**src/rtl/axil_reg_bridge_pkg.sv**
```systemverilog
// Shared types and constants for the AXI-Lite to register-host bridge.
// Holds the AXI response codes, the per-transaction tag pushed at acceptance,
// and the width helper for the downstream response (data) entry.
package axil_reg_bridge_pkg;

  localparam logic [1:0] OKAY   = 2'b00;
  localparam logic [1:0] SLVERR = 2'b10;
  localparam logic [1:0] DECERR = 2'b11;

  // One tag per accepted transaction, kept in acceptance order.
  // derr marks an out-of-window access that never reaches the peripheral.
  typedef struct packed {
    logic we;
    logic derr;
  } bridge_tag_s;

  // Data entry is {rdata, err}; the struct itself is declared where the
  // data width parameter is known.
  function automatic int data_entry_width(input int data_width);
    return data_width + 1;
  endfunction

endpackage

```
**src/rtl/bsg_fifo_1r1w_small.sv**
```systemverilog
// Small register-array FIFO, one push and one pop port.
// Ports:
//   clk_i, reset_i      clock, asynchronous active-high reset
//   v_i, data_i         push; allowed when full only if yumi_i pops the same cycle
//   ready_o             not full
//   v_o, data_o         head valid / head data (from storage, no input path)
//   yumi_i              pop the head
module bsg_fifo_1r1w_small #(
  parameter int width_p = 8,
  parameter int els_p   = 2
) (
  input  logic               clk_i,
  input  logic               reset_i,
  input  logic               v_i,
  input  logic [width_p-1:0] data_i,
  output logic               ready_o,
  output logic               v_o,
  output logic [width_p-1:0] data_o,
  input  logic               yumi_i
);

  localparam int ptr_w = (els_p > 1) ? $clog2(els_p) : 1;
  localparam int cnt_w = $clog2(els_p + 1);
  localparam logic [ptr_w-1:0] last_ptr = ptr_w'(els_p - 1);
  localparam logic [cnt_w-1:0] full_cnt = cnt_w'(els_p);

  logic [width_p-1:0] mem_q [els_p];
  logic [ptr_w-1:0]   wr_ptr_q, rd_ptr_q;
  logic [cnt_w-1:0]   cnt_q;

  function automatic logic [ptr_w-1:0] ptr_inc(input logic [ptr_w-1:0] p);
    return (p == last_ptr) ? '0 : p + 1'b1;
  endfunction

  always_ff @(posedge clk_i or posedge reset_i) begin
    if (reset_i) begin
      wr_ptr_q <= '0;
      rd_ptr_q <= '0;
      cnt_q    <= '0;
    end else begin
      if (v_i)    wr_ptr_q <= ptr_inc(wr_ptr_q);
      if (yumi_i) rd_ptr_q <= ptr_inc(rd_ptr_q);
      case ({v_i, yumi_i})
        2'b10:   cnt_q <= cnt_q + 1'b1;
        2'b01:   cnt_q <= cnt_q - 1'b1;
        default: cnt_q <= cnt_q;
      endcase
    end
  end

  // Storage is not reset; v_o qualifies data_o.
  always_ff @(posedge clk_i) begin
    if (v_i) mem_q[wr_ptr_q] <= data_i;
  end

  assign ready_o = (cnt_q != full_cnt);
  assign v_o     = (cnt_q != '0);
  assign data_o  = mem_q[rd_ptr_q];

  a_no_overflow: assert property (@(posedge clk_i) disable iff (reset_i)
    !(v_i && !ready_o && !yumi_i))
    else $error("bsg_fifo_1r1w_small: push while full");

  a_no_underflow: assert property (@(posedge clk_i) disable iff (reset_i)
    !(yumi_i && !v_o))
    else $error("bsg_fifo_1r1w_small: pop while empty");

endmodule

```
**src/rtl/axil_reg_host_bridge.sv**
```systemverilog
// AXI4-Lite client to req/gnt/valid register-host bridge.
// Accepts up to max_outstanding_p transactions, round-robins reads against
// writes, decodes a 2^reg_addr_width_p byte window at base_addr_p and answers
// out-of-window accesses with DECERR locally. Responses return in acceptance
// order: a tag FIFO records every accept, a data FIFO collects peripheral
// responses for in-window tags.
// Ports:
//   clk_i, reset_i                  clock, asynchronous active-high reset
//   s_axil_aw*/w*/b*/ar*/r*         AXI4-Lite client (prot ignored)
//   req_o/gnt_i                     downstream request handshake
//   addr_o, we_o, wdata_o, be_o     request payload, stable while req_o
//   valid_i, rdata_i, err_i         in-order downstream response, no back-pressure
module axil_reg_host_bridge
  import axil_reg_bridge_pkg::*;
#(
  parameter int                           axil_data_width_p = 32,
  parameter int                           axil_addr_width_p = 32,
  parameter int                           reg_addr_width_p  = 22,
  parameter logic [axil_addr_width_p-1:0] base_addr_p       = '0,
  parameter int                           max_outstanding_p = 2
) (
  input  logic                           clk_i,
  input  logic                           reset_i,
  input  logic [axil_addr_width_p-1:0]   s_axil_awaddr_i,
  input  logic [2:0]                     s_axil_awprot_i,
  input  logic                           s_axil_awvalid_i,
  output logic                           s_axil_awready_o,
  input  logic [axil_data_width_p-1:0]   s_axil_wdata_i,
  input  logic [axil_data_width_p/8-1:0] s_axil_wstrb_i,
  input  logic                           s_axil_wvalid_i,
  output logic                           s_axil_wready_o,
  output logic [1:0]                     s_axil_bresp_o,
  output logic                           s_axil_bvalid_o,
  input  logic                           s_axil_bready_i,
  input  logic [axil_addr_width_p-1:0]   s_axil_araddr_i,
  input  logic [2:0]                     s_axil_arprot_i,
  input  logic                           s_axil_arvalid_i,
  output logic                           s_axil_arready_o,
  output logic [axil_data_width_p-1:0]   s_axil_rdata_o,
  output logic [1:0]                     s_axil_rresp_o,
  output logic                           s_axil_rvalid_o,
  input  logic                           s_axil_rready_i,
  output logic                           req_o,
  input  logic                           gnt_i,
  output logic [reg_addr_width_p-1:0]    addr_o,
  output logic                           we_o,
  output logic [axil_data_width_p-1:0]   wdata_o,
  output logic [axil_data_width_p/8-1:0] be_o,
  input  logic                           valid_i,
  input  logic [axil_data_width_p-1:0]   rdata_i,
  input  logic                           err_i
);

  localparam int strb_w  = axil_data_width_p / 8;
  localparam int cnt_w   = $clog2(max_outstanding_p + 1);
  localparam int entry_w = data_entry_width(axil_data_width_p);

  typedef struct packed {
    logic [axil_data_width_p-1:0] rdata;
    logic                         err;
  } data_entry_s;

  logic unused_prot;
  assign unused_prot = ^{s_axil_awprot_i, s_axil_arprot_i};

  // Readies stay low for the first cycle after reset release.
  logic ready_en_q;
  logic last_wr_q;

  logic                         cmd_v_q, cmd_we_q;
  logic [reg_addr_width_p-1:0]  cmd_addr_q;
  logic [axil_data_width_p-1:0] cmd_wdata_q;
  logic [strb_w-1:0]            cmd_be_q;

  bridge_tag_s tag_in, tag_head;
  logic        tag_ready, tag_v, tag_pop;
  data_entry_s data_in, data_head;
  logic        data_ready, data_v, data_pop;

  logic grant, wr_elig, rd_elig, pick_wr, can_accept;
  logic accept_wr, accept_rd, accept, in_win;
  logic [axil_addr_width_p-1:0] acc_addr;

  assign grant   = cmd_v_q & gnt_i;
  assign wr_elig = s_axil_awvalid_i & s_axil_wvalid_i;
  assign rd_elig = s_axil_arvalid_i;
  // last_wr_q=0 after reset, so a write wins the first contended cycle.
  assign pick_wr = wr_elig & (~rd_elig | ~last_wr_q);

  // A full tag FIFO may still accept when its head is retiring this cycle.
  assign can_accept = ready_en_q & (tag_ready | tag_pop) & (~cmd_v_q | grant);
  assign accept_wr  = can_accept & pick_wr;
  assign accept_rd  = can_accept & rd_elig & ~pick_wr;
  assign accept     = accept_wr | accept_rd;

  assign acc_addr = accept_wr ? s_axil_awaddr_i : s_axil_araddr_i;
  assign in_win   = (acc_addr[axil_addr_width_p-1:reg_addr_width_p] ==
                     base_addr_p[axil_addr_width_p-1:reg_addr_width_p]);

  assign s_axil_awready_o = accept_wr;
  assign s_axil_wready_o  = accept_wr;
  assign s_axil_arready_o = accept_rd;

  always_ff @(posedge clk_i or posedge reset_i) begin
    if (reset_i) begin
      ready_en_q <= 1'b0;
      last_wr_q  <= 1'b0;
    end else begin
      ready_en_q <= 1'b1;
      if (accept) last_wr_q <= accept_wr;
    end
  end

  // Command register: a new load wins over a same-cycle grant.
  always_ff @(posedge clk_i or posedge reset_i) begin
    if (reset_i) begin
      cmd_v_q     <= 1'b0;
      cmd_we_q    <= 1'b0;
      cmd_addr_q  <= '0;
      cmd_wdata_q <= '0;
      cmd_be_q    <= '0;
    end else if (accept && in_win) begin
      cmd_v_q     <= 1'b1;
      cmd_we_q    <= accept_wr;
      cmd_addr_q  <= acc_addr[reg_addr_width_p-1:0];
      cmd_wdata_q <= accept_wr ? s_axil_wdata_i : '0;
      cmd_be_q    <= accept_wr ? s_axil_wstrb_i : '1;
    end else if (grant) begin
      cmd_v_q     <= 1'b0;
      cmd_we_q    <= 1'b0;
      cmd_addr_q  <= '0;
      cmd_wdata_q <= '0;
      cmd_be_q    <= '0;
    end
  end

  assign req_o   = cmd_v_q;
  assign we_o    = cmd_we_q;
  assign addr_o  = cmd_addr_q;
  assign wdata_o = cmd_wdata_q;
  assign be_o    = cmd_be_q;

  assign tag_in = '{we: accept_wr, derr: ~in_win};

  bsg_fifo_1r1w_small #(
    .width_p($bits(bridge_tag_s)),
    .els_p  (max_outstanding_p)
  ) tag_fifo (
    .clk_i  (clk_i),
    .reset_i(reset_i),
    .v_i    (accept),
    .data_i (tag_in),
    .ready_o(tag_ready),
    .v_o    (tag_v),
    .data_o (tag_head),
    .yumi_i (tag_pop)
  );

  assign data_in = '{rdata: rdata_i, err: err_i};

  bsg_fifo_1r1w_small #(
    .width_p(entry_w),
    .els_p  (max_outstanding_p)
  ) data_fifo (
    .clk_i  (clk_i),
    .reset_i(reset_i),
    .v_i    (valid_i),
    .data_i (data_in),
    .ready_o(data_ready),
    .v_o    (data_v),
    .data_o (data_head),
    .yumi_i (data_pop)
  );

  // Response side is driven only from FIFO state, so it holds until the
  // handshake; payloads are forced to zero while not valid.
  logic       resp_avail;
  logic [1:0] resp_code;

  assign resp_avail = tag_v & (tag_head.derr | data_v);
  assign resp_code  = tag_head.derr ? DECERR : (data_head.err ? SLVERR : OKAY);

  assign s_axil_bvalid_o = resp_avail & tag_head.we;
  assign s_axil_rvalid_o = resp_avail & ~tag_head.we;
  assign s_axil_bresp_o  = s_axil_bvalid_o ? resp_code : OKAY;
  assign s_axil_rresp_o  = s_axil_rvalid_o ? resp_code : OKAY;
  assign s_axil_rdata_o  = (s_axil_rvalid_o && !tag_head.derr) ? data_head.rdata : '0;

  assign tag_pop  = (s_axil_bvalid_o & s_axil_bready_i) | (s_axil_rvalid_o & s_axil_rready_i);
  assign data_pop = tag_pop & ~tag_head.derr;

  // Granted-but-unanswered count, used only to catch stray downstream responses.
  logic [cnt_w-1:0] gnt_pend_q;

  always_ff @(posedge clk_i or posedge reset_i) begin
    if (reset_i) begin
      gnt_pend_q <= '0;
    end else begin
      case ({grant, valid_i})
        2'b10:   gnt_pend_q <= gnt_pend_q + 1'b1;
        2'b01:   gnt_pend_q <= gnt_pend_q - 1'b1;
        default: gnt_pend_q <= gnt_pend_q;
      endcase
    end
  end

  a_valid_has_request: assert property (@(posedge clk_i) disable iff (reset_i)
    valid_i |-> ((gnt_pend_q != '0) || grant) && (data_ready || data_pop))
    else $error("axil_reg_host_bridge: valid_i without an outstanding granted request");

endmodule

```
**config.mk**
```make
export PLATFORM = sky130hd
export DESIGN_NAME = axil_reg_host_bridge
export DESIGN_NICKNAME = d
export VERILOG_FILES = /design/src/rtl/axil_reg_bridge_pkg.sv /design/src/rtl/bsg_fifo_1r1w_small.sv /design/src/rtl/axil_reg_host_bridge.sv
export SDC_FILE = /design/constraint.sdc
export NUM_CORES = 1
export LEC_CHECK = 0
export ABC_AREA = 1
export BUFFER_PORTS_ARGS = -buffer_cell sky130_fd_sc_hd__buf_2
export CELL_PAD_IN_SITES_DETAIL_PLACEMENT = 1
export CELL_PAD_IN_SITES_GLOBAL_PLACEMENT = 2
export CORE_MARGIN = 3
export CORE_UTILIZATION = 30
export DETAILED_ROUTE_END_ITERATION = 12
export HOLD_SLACK_MARGIN = 0.15
export PLACE_DENSITY_LB_ADDON = 0.1
export SYNTH_ARGS = -nofsm -noshare
export SYNTH_HDL_FRONTEND = slang
export SYNTH_SLANG_ARGS = --single-unit
```
**constraint.sdc**
```tcl
create_clock -name clk_i -period 5.9 [get_ports clk_i]
set_input_delay 1.18 -clock clk_i [delete_from_list [all_inputs] [get_ports clk_i]]
set_output_delay 1.18 -clock clk_i [all_outputs]
set_load 0.01 [all_outputs]
```
==> results of run 1 <==
==> synth_stat cells (14+ instances only) <==
cell,instances,area (µm²)
nand2_1,223,837
nand3_1,88,440
dfrtp_1,70,1750
edfxtp_1,70,2100
a21oi_1,34,170
nand4_1,25,156
nor2_1,22,82.6
clkbuf_1,17,63.8
inv_1,16,60.1
buf_2,14,70.1
==> stage by stage <==
step | area (µm²) | setup WS, ns | hold slack [ns]
after CTS | 8050 | 1.79 | 0.488
after global placement | 7460 | 1.93 | 0.464
final | 8050 | 1.92 | 0.486
after floorplan | 6040 | 2.57 | 0.442
after detailed placement | 7460 | 1.92 | 0.470
after global routing | 8050 | 1.56 | 0.515
==> power groups by stage <==
stage	Combinational (mW)	Sequential (mW)	Clock [mW]
floorplan	0.593	1.38	0
global placement	1.02	1.35	0
detailed placement	1.05	1.36	0
CTS	1.05	1.34	1.09
global route	1.16	1.36	1.13
finish	1.03	1.34	1.05
==> cell usage in the layout (no fill, tap or decap), types with 2 or more instances in the layout <==
cell type  count
inv_1         15
clkinv_2       3
clkbuf_16     17
bufinv_16      2
nand4_2        2
ha_1           2
xnor2_1        3
nand3_1       87
a21oi_1       34
o21ai_0        3
nor2_1        20
buf_2        242
xor2_1         4
buf_4          8
nand4_1       25
clkinv_4       6
nand3_2        3
edfxtp_1      70
nand2_1      222
or2_1          2
dfrtp_1       70
clkinv_1       2
or2_2          4
inv_6          3
==> per-layer routing <==
| metal | wire length [µm] | track usage, % |
|---|---|---|
| met1 | 7670 | 20.6 |
| met2 | 9280 | 29.2 |
| met3 | 1370 | 5.89 |
| met4 | 284 | 4.85 |
| met5 | 80 | 0 |
==> state kept, by name, indices dropped and copies added (netlist names), 2 cells and up <==
signal	cells
addr_o	22
be_o	4
data_fifo.cnt_q	2
data_fifo.mem_q	66
tag_fifo.cnt_q	2
tag_fifo.mem_q	4
wdata_o	32
==> kinds of logic after synthesis <==
family	after synthesis	synth area share, %
flops	140	63.8
simple gates	372	27.1
other cells	1	0.0621
fa+ha+maj	2	0.414
buf+inv	59	4.45
xor+xnor	7	1.02
compound gates	38	3.19
==> final timing paths <==
path                                           startpoint                             end  slack, ns  cells past startpoint
min in group asynchronous                         reset_i  data_fifo.wr_ptr_q$_DFFE_PP0P_       1.04                      3
max                        data_fifo.rd_ptr_q$_DFFE_PP0P_               s_axil_rresp_o[1]       1.92                      7
max reg2reg                 tag_fifo.rd_ptr_q$_DFFE_PP0P_         wdata_o[25]$_DFFE_PP0P_       2.84                     11
max in group asynchronous                         reset_i         wdata_o[10]$_DFFE_PP0P_       4.21                      3
min                                 last_wr_q$_DFFE_PP0N_           last_wr_q$_DFFE_PP0N_       0.49                      2
min reg2reg                         last_wr_q$_DFFE_PP0N_           last_wr_q$_DFFE_PP0N_       0.49                      2
==> critical path: cells and delay by family (launching register included) <==
| kind | cells | cell delay, ns |
|---|---|---|
| buf+inv | 3 | 1.48 |
| simple gates | 4 | 0.58 |
| flops | 1 | 0.32 |
==> layout make-up <==
type | instances | area, µm² | area share [%]
antenna | 1 | 2.50 | 0.0311
inverter | 18 | 68.8 | 0.855
multi-input combinational | 420 | 1930 | 24.0
clock buffer | 17 | 425 | 5.28
sequential | 140 | 3850 | 47.9
tap | 265 | 332 | 4.12
clock inverter | 15 | 164 | 2.04
timing repair buffer | 250 | 1270 | 15.8
==> impl_metrics.toml, run 1 <==
[run_status]
status = "finished clean"

[power_and_ir_drop]
p_int_mw = 2.22
p_seq_share_pct = 39.2
share_comb_of_total_power_pct = 30.0
p_per_area_mw_per_mm2 = 425
total_power_mw = 3.42
clockPowerShare_pct = 30.8
max-vdd-ir-drop_mv = 0.186
switching_share_pct = 35.1
p_leak_nw = 4.16
power.switching_mw = 1.20

[floorplanning]
die_x_um = 148
fp-row-count = 51
die-area_mm2 = 0.0219
coreArea_mm2 = 0.0196
initial_utilization_pct = 30.8
pin_count = 249
die_height_um = 148

[cts]
clk_latency_ns = 0.41
numCtsBuffers = 17
clock-sinks = 140
ctsHoldBuffers = 0
cts_tree = "done"
clkSlewWorstSetupHoldPaths_ns = 0.06
htreeDepth = 4
cts_resized = 0
clockBufferDepth = 2
root_buffer = "clkbuf_16"
post_cts_buffers = 0

[finish]
final_util_pct = 41.1
fin_cells = 1126
drive_gt1_share_pct = 34.4
fillers = 2357
synthToLayoutAreaGrowth_pct = 33.3
final_nets = 997

[placed_design]
port_buffers = 242
dp.final_hpwl_um = 13000
post-place-cells = 1093
gp_congestion = 0.821

[global_route]
grt_pass1_vias = 5672
grt_first_pass_wirelength_um = 29700
grt_max_degree = 71
antenna_found_initial = 4
gr-total-overflow = 0
grt.total_usage_pct = 17.1

[detailed_routing]
wl_per_cell_um = 16.6
ant_nets = 0
initialDrtViolationCount = 159
drc = 0
drtPass1Iterations = 4
vias_per_cell = 4.63
vias = 5218
wirelength_um = 18700

[logic_synthesis]
yosysWarnings = 0
mappedNetlistArea_mm2 = 0.00604
synthesis.nets = 769
ys_seq_area_share_pct = 63.8
syn-instance-count = 619
yosys_register_bits = 140
synth_area_per_cell_um2 = 9.76
synthArstFlopShare_pct = 50.0
synth_edf_count = 70
synth_ff_type = "edfxtp_1"
synth_cell_types = 29

[timing]
period_needed_ns = 3.98
finalSetupViolations = 0
fmax_ghz = 0.251
final.setup.tns_ns = 0
maxSlewViolCount = 0
tightest_slew_ns = 1.22
max_slew_margin_pct = 18.2
rsz0062_at_grt = "false"
fin_skew_ns = 0.0125
min_period_over_period_pct = 67.4
hold_viol = 0

[job]
cap_violations = 0

[worst_setup_path]
start_kind = "flop"
cp-end-kind = "output port"
slowest_stage = "clkinv_1"
critPathMaxFanout = 34
cpPeakStageDelay_ns = 0.97
critical_path_required_ns = 4.72
cp.arrival_ns = 2.80
path_class = "flop to output port"
cp_cell_sequence = "buf_4, clkinv_1, nand2_1, nand2_1, nor2_1, nor2_1, buf_2"

[min_path]
hp-class = "flop to flop"
(Power assumes the default switching activity.)
==> inputs of run 2 (changes only) <==
--- a/config.mk
+++ b/config.mk
@@ -10,7 +10,7 @@
 export CELL_PAD_IN_SITES_DETAIL_PLACEMENT = 1
 export CELL_PAD_IN_SITES_GLOBAL_PLACEMENT = 2
 export CORE_MARGIN = 3
-export CORE_UTILIZATION = 30
+export CORE_UTILIZATION = 28
 export DETAILED_ROUTE_END_ITERATION = 12
 export HOLD_SLACK_MARGIN = 0.15
 export PLACE_DENSITY_LB_ADDON = 0.1
==> constraint.sdc (replaced) <==
create_clock -name clk_i -period 3.67 [get_ports clk_i]
set_input_delay 0.734 -clock clk_i [delete_from_list [all_inputs] [get_ports clk_i]]
set_output_delay 0.734 -clock clk_i [all_outputs]
set_load 0.01 [all_outputs]
==> impl_metrics.toml, run 2 (synthesized netlist as in run 1, its figures left out) <==
[cts]
clock-sinks = 140
clkSlewWorstSetupHoldPaths_ns = 0.06
numCtsBuffers = 17
cts_tree = "done"
ctsHoldBuffers = 0
root_buffer = "clkbuf_16"
clk_latency_ns = 0.42
htreeDepth = 4
clockBufferDepth = 2
cts_resized = 0
post_cts_buffers = 0

[finish]
final_common_cell = "buf_2"
n_antenna_cell = 0
largest_register_ffs = 66
final_nets = 1000
drive_gt1_share_pct = 34.4
final_util_pct = 38.3
fillers = 2505
layout_common_cells = "buf_2, nand2_1, nand3_1, dfrtp_1, edfxtp_1"
regMostFlops = "data_fifo.mem_q"
synthToLayoutAreaGrowth_pct = 33.6

[timing]
period_needed_ns = 3.02
min_period_over_period_pct = 82.3
whs_ns = 0.493
setup_ws_ns = 0.651
maxSlewViolCount = 0
finalSetupViolations = 0
hold_viol = 0
final.setup.tns_ns = 0
tightest_slew_ns = 1.18
fin_skew_ns = 0.0133
rsz0062_at_grt = "false"
max_slew_margin_pct = 20.9
fmax_ghz = 0.331

[detailed_routing]
drc = 0
ant_nets = 0
drtPass1Iterations = 4
wirelength_um = 19000
wl_per_cell_um = 16.7
vias_per_cell = 4.65
vias = 5293
initialDrtViolationCount = 191

[worst_setup_path]
critPathBufInv = 2
start_kind = "flop"
cpPeakStageDelay_ns = 0.83
slowest_stage = "clkinv_1"
critical_path_required_ns = 2.94
critPathMaxFanout = 34
path_class = "flop to output port"
cp_cell_sequence = "clkinv_1, nand2_1, nand2_1, nor2_1, nor2_1, buf_2"
cp.arrival_ns = 2.28
critical_path.top_delay_family = "buffers and inverters"
cp-end-kind = "output port"

[floorplanning]
fp-row-count = 53
die_height_um = 153
initial_utilization_pct = 28.6
die-area_mm2 = 0.0234
coreArea_mm2 = 0.0211
pin_count = 249
die_x_um = 153

[global_route]
antenna_found_initial = 1
grt.total_usage_pct = 16.0
grt_first_pass_wirelength_um = 30000
grt_pass1_vias = 5546
grt_max_degree = 60
gr-total-overflow = 0

[job]
cap_violations = 0

[power_and_ir_drop]
max-vdd-ir-drop_mv = 0.325
p_leak_nw = 4.15
total_power_mw = 5.45
p_per_area_mw_per_mm2 = 675

[min_path]
hp-class = "flop to flop"

[placed_design]
gp_congestion = 0.812
port_buffers = 242
dp.final_hpwl_um = 13700
dp_slack_ns = 0.487

[run_status]
status = "finished clean"
run 2: metal layers:
layer  track usage (%)  up-vias  part of all wire (%)
met4              4.92        2                   1.5
li1                  -     2540                     -
met1              19.6     2563                    41
met5                 0        -                 0.068
met3              5.41       22                   7.0
met2              26.9      166                    50
run 2: worst reg2reg max path: cells and delay by family, from the launching register on:
kind / cells / cell delay [ns]
adder cells (fa/ha/maj): 1 / 0.33
flip-flops: 1 / 0.43
AO/OA/AOI/OAI: 2 / 0.22
buffers and inverters: 2 / 0.24
XOR/XNOR: 1 / 0.15
AND/OR/NAND/NOR: 6 / 1.34
run 2: layout make-up:
cell class / instances / area (µm²) / share of cell area [%]
clock buffers: 18 / 429 / 5.32
clock inverters: 14 / 135 / 1.67
inverters: 18 / 68.8 / 0.853
multi-input cells: 420 / 1930 / 24.0
flip-flops and latches: 140 / 3850 / 47.7
well taps: 275 / 344 / 4.26
repair buffers: 253 / 1310 / 16.2
run 2: metrics by stage:
| step | area (µm²) | std cells |
|---|---|---|
| 4_1_cts | 8070 | 1138 |
| 2_1_floorplan | 6040 | 619 |
| 5_1_grt | 8070 | 1138 |
| 3_3_place_gp | 7510 | 1106 |
| 6_report | 8070 | 1138 |
| 3_5_place_dp | 7510 | 1106 |
run 2: final timing paths:
kind                       slack (ns)                           start  depth (start not counted)                             end
setup / recovery                 0.65  data_fifo.rd_ptr_q$_DFFE_PP0P_                          6               s_axil_bresp_o[1]
hold / removal                   0.49          addr_o[21]$_DFFE_PP0P_                          2          addr_o[21]$_DFFE_PP0P_
setup reg to reg                 0.83   tag_fifo.rd_ptr_q$_DFFE_PP0P_                         12   tag_fifo.cnt_q[1]$_DFFE_PP0P_
hold reg to reg                  0.49          addr_o[21]$_DFFE_PP0P_                          2          addr_o[21]$_DFFE_PP0P_
max in group asynchronous        2.36                         reset_i                          3          addr_o[18]$_DFFE_PP0P_
min in group asynchronous        0.51                         reset_i                          2  data_fifo.rd_ptr_q$_DFFE_PP0P_
run 2: report_power, final:
group          leakage, nW  internal [mW]  switching (mW)  total (mW)
logic                 2.30          0.559            1.09        1.65
registers             1.59           2.01           0.152        2.16
clock network        0.267          0.946           0.693        1.64
total                 4.15           3.51            1.94        5.45
